`src/rtl/imem_bank_ctrl.sv`:
```
// Instruction-memory bank controller: 32-bit fetches assembled from four byte banks,
// plus a byte-serial program loader that writes the banks lane by lane.
module imem_bank_ctrl #(
    parameter int AW = 8
) (
    input  logic          clk,
    input  logic          rst,
    input  logic          fetch_req,
    input  logic [AW+1:0] fetch_addr,
    output logic          fetch_ready,
    output logic          instr_valid,
    output logic [31:0]   instr,
    output logic          fetch_misalign,
    input  logic          load_start,
    input  logic [AW-1:0] load_base,
    input  logic          load_valid,
    input  logic [7:0]    load_byte,
    input  logic          load_last,
    output logic          load_ready,
    output logic [AW-1:0] bank_addr,
    input  logic [7:0]    bank_rdata0,
    input  logic [7:0]    bank_rdata1,
    input  logic [7:0]    bank_rdata2,
    input  logic [7:0]    bank_rdata3,
    output logic [3:0]    bank_we,
    output logic [7:0]    bank_wdata,
    output logic          busy
);

    typedef enum logic [1:0] {IDLE, FETCH, LOAD} state_t;

    state_t        state, state_next;
    logic [AW-1:0] fetch_word;
    logic [AW-1:0] word_ptr;
    logic [1:0]    lane;
    logic          misalign_q;
    logic          load_acc;

    assign load_acc = (state == LOAD) && load_valid;

    always_comb begin
        state_next = state;
        case (state)
            IDLE: begin
                if (load_start)
                    state_next = LOAD;
                else if (fetch_req)
                    state_next = FETCH;
            end
            FETCH: state_next = IDLE;
            LOAD: begin
                if (load_acc && load_last)
                    state_next = IDLE;
            end
            default: state_next = IDLE;
        endcase
    end

    // Loader has priority over a simultaneous fetch; nothing is accepted while rst is high.
    assign fetch_ready = !rst && (state == IDLE) && !load_start;
    assign load_ready  = !rst && (state == LOAD);
    assign busy        = (state != IDLE);
    assign bank_addr   = (state == LOAD) ? word_ptr : fetch_word;

    always_comb begin
        bank_we    = '0;
        bank_wdata = '0;
        if (!rst && load_acc) begin
            bank_we[lane] = 1'b1;
            bank_wdata    = load_byte;
        end
    end

    always_ff @(posedge clk) begin
        if (rst) begin
            state          <= IDLE;
            instr          <= '0;
            instr_valid    <= 1'b0;
            fetch_misalign <= 1'b0;
            fetch_word     <= '0;
            misalign_q     <= 1'b0;
            word_ptr       <= '0;
            lane           <= '0;
        end else begin
            state          <= state_next;
            instr_valid    <= 1'b0;
            fetch_misalign <= 1'b0;
            case (state)
                IDLE: begin
                    if (load_start) begin
                        word_ptr <= load_base;
                        lane     <= '0;
                    end else if (fetch_req) begin
                        fetch_word <= fetch_addr[AW+1:2];
                        misalign_q <= |fetch_addr[1:0];
                    end
                end
                FETCH: begin
                    instr          <= {bank_rdata3, bank_rdata2, bank_rdata1, bank_rdata0};
                    instr_valid    <= 1'b1;
                    fetch_misalign <= misalign_q;
                end
                LOAD: begin
                    if (load_acc) begin
                        lane <= lane + 2'd1;
                        if (lane == 2'd3)
                            word_ptr <= word_ptr + AW'(1);
                    end
                end
                default: ;
            endcase
        end
    end

endmodule

```
`config.mk`:
```
export PLATFORM = sky130hd
export DESIGN_NAME = imem_bank_ctrl
export DESIGN_NICKNAME = d
export VERILOG_FILES = /design/src/rtl/imem_bank_ctrl.sv
export SDC_FILE = /design/constraint.sdc
export NUM_CORES = 1
export LEC_CHECK = 0
export CAP_MARGIN = 20
export CORE_UTILIZATION = 25
export CTS_CLUSTER_SIZE = 12
export DETAILED_ROUTE_END_ITERATION = 8
export PLACE_DENSITY = 0.56
export SLEW_MARGIN = 20
export SYNTH_ARGS = -nofsm -noshare
export SYNTH_HDL_FRONTEND = slang
export SYNTH_SLANG_ARGS = --single-unit
export TNS_END_PERCENT = 10
```
`constraint.sdc`:
```
create_clock -name clk -period 1.8 [get_ports clk]
set_clock_uncertainty 0.15 [all_clocks]
set_input_delay 0.18 -clock clk [delete_from_list [all_inputs] [get_ports clk]]
set_output_delay 0.18 -clock clk [all_outputs]
set_load 0.02 [all_outputs]
```
==> results.ini <==
[routing]
avgRoutedWirePerCell_um=12.4
viasPerCell=4.39
drtPass1Iterations=4
first_iter_violations=83
wl_um=7010
vias=2487
postRouteAntennaNets=0
drc=0

[clock_network]
cts_buffer_depth=2
clockRootBuffer=clkbuf_8
h-tree-depth=2
cts.sinks=55
clock_latency_ps=310
cts_tree=yes
ctsHoldBuffers=0
cts_inserted_buffers=5
cts_setup_buffers=0
clkTransAtPathRegs_ps=110

[worst_setup_path]
path_max_fanout=16
cpPeakStageDelay_ps=350
endpoint_kind=output pin
crit_type=reg -> out
crit_required_ps=1470
crit_arrival_ps=1440
slowest_stage=dfxtp_2
startpoint_type=flop
path_cells=nand2b_4, buf_12, mux2_2, buf_2

[hold_path]
worstHoldPathType=in -> reg

[status]
status=finished clean

[sta]
drv_slew=0
rsz0062_at_grt=yes
fin_crit_sh=0.985
tightest_slew_ps=344
setup_violations=0
fmax_ghz=0.564
min_period_ps=1770
final.setup.tns_ps=0
relSlewSlack=0.770
hold_viol=0
setup_slack_ps=26.5

[global_routing]
grt_pass1_vias=2388
grt_max_degree=28
antenna_found_initial=0
grt_pass1_wl_um=11100
grtUsageTotal=0.135
overflow=0

[synthesis]
yosysSeqAreaShare=0.440
syn_inst=305
ys_ff_latch=55
syn-mean-instance-area_um2=8.20
synth_nets=374
yosys_warnings=0
synth_ff_type=dfxtp_1
synth_edf_count=0
syn-cell-area_um2=2500
yosys.cell_types.count=40
synth-async-reset-ratio=0

[floorplanning]
fp.coreArea_um2=9730
fp.dieArea_um2=10400
initial_core_util=0.257
die_y_um=102
num_rows=36
io_pins=121
die_w_um=102

[placement]
dp.cells=558
io_buffers=120
placed_area_um2=3930
place.gp.congestion=0.884
pre_cts_ws_ps=-218
dp_hpwl_um=5170

[finish]
fin_cells=566
seq_area_um2=1100
area_growth_pct=57.2
multi_input_area_um2=1250
drive_above_1_share=0.178
final_area_um2=3940
antenna_cells=0
fillers=1037
final_nets=501

[power]
vdd_ir_drop_max_v=0.000294
power.total_uw=2530
leakagePower_uw=0.00152
power_density_nw_per_um2=644

[job]
maxCapViolations=0

==> layout make-up <==
| type | count | area share |
|---|---|---|
| clock buffer | 5 | 0.0175 |
| clock inverter | 3 | 0.00636 |
| inverter | 2 | 0.00191 |
| multi-input combinational | 225 | 0.319 |
| sequential | 55 | 0.281 |
| tap | 133 | 0.0423 |
| timing repair buffer | 143 | 0.332 |
==> cell usage in the layout (no fill, tap or decap), types with 4 or more instances in the layout <==
cell / n
clkdlybuf4s50_1: 95
nand2_1: 85
dfxtp_1: 52
a21oi_1: 48
buf_4: 22
buf_2: 20
and3_1: 14
o21ai_0: 11
nor2_1: 9
and2_1: 9
mux2_2: 8
ha_1: 5
clkbuf_8: 5
nor3_1: 4
==> repair_timing <==
item,in CTS,in global routing
gates cloned,0,0
gates resized for setup,88,7
endpoints found under the setup margin,23,13
pin swaps,0,1
==> through the flow <==
| step | hold slack, ps | util |
|---|---|---|
| floorplan | 148 | - |
| global placement | 289 | 0.404 |
| detailed placement | 296 | 0.404 |
| CTS | 199 | 0.404 |
| global route | 202 | 0.404 |
| finish | 186 | 0.404 |
==> kinds of logic (layout without fill, tap and decap cells) <==
family                     count (synthesis)  count (layout)  share of synthesized area
and+or+nand+nor                          139             139                      0.273
AOI/OAI and AO/OA                         72              72                      0.161
DFF                                       55              55                      0.440
buffers and inverters                     25             153                     0.0615
muxes                                      9               9                     0.0400
adders and majority gates                  5               5                     0.0250
==> registers in the layout (all words and copies together), names as in the netlist <==
name            flops
lane                2
misalign_q          1
fetch_word          8
instr              32
state               2
instr_valid         1
word_ptr            8
fetch_misalign      1
==> cells in the mapped netlist, types with 3 or more instances <==
cell type	instances	area, um2
nor3_1	5	25.0
clkbuf_1	7	26.3
nand2_1	85	319
and2_1	9	56.3
o21ai_0	11	55.1
ha_1	5	62.6
nor2_1	9	33.8
mux2_2	8	90.1
a21oi_1	48	240
o21ai_1	3	15.0
and3_1	14	87.6
buf_2	5	25.0
dfxtp_1	55	1100
buf_6	5	56.3
buf_4	4	30.0
==> worst max-delay path: cells and delay by family (launching register included) <==
kind / cells / cell delay [ps]
DFF: 1 / 350
muxes: 1 / 340
buffers and inverters: 2 / 300
and+or+nand+nor: 1 / 140
==> per-layer routing <==
layer  GRT usage  routed length, um
met1       0.174               3220
met2       0.224               3200
met3      0.0376                490
met4      0.0352                 88
met5           0                  0
==> power by group <==
group | switching (uW) | internal, uW
clock network | 428 | 279
registers | 33.8 | 1260
logic | 240 | 289
total | 702 | 1830
==> worst paths after layout <==
check	start	to	slack [ps]	cells after the start
worst min-delay path	rst	state[0]	190	4
worst max register to register	lane[1]	word_ptr[0]	170	6
worst min register to register	instr[18]	instr[18]	310	2
worst max-delay path	state[0]	bank_addr[3]	30	4
Power figures use the tool's default switching activity.
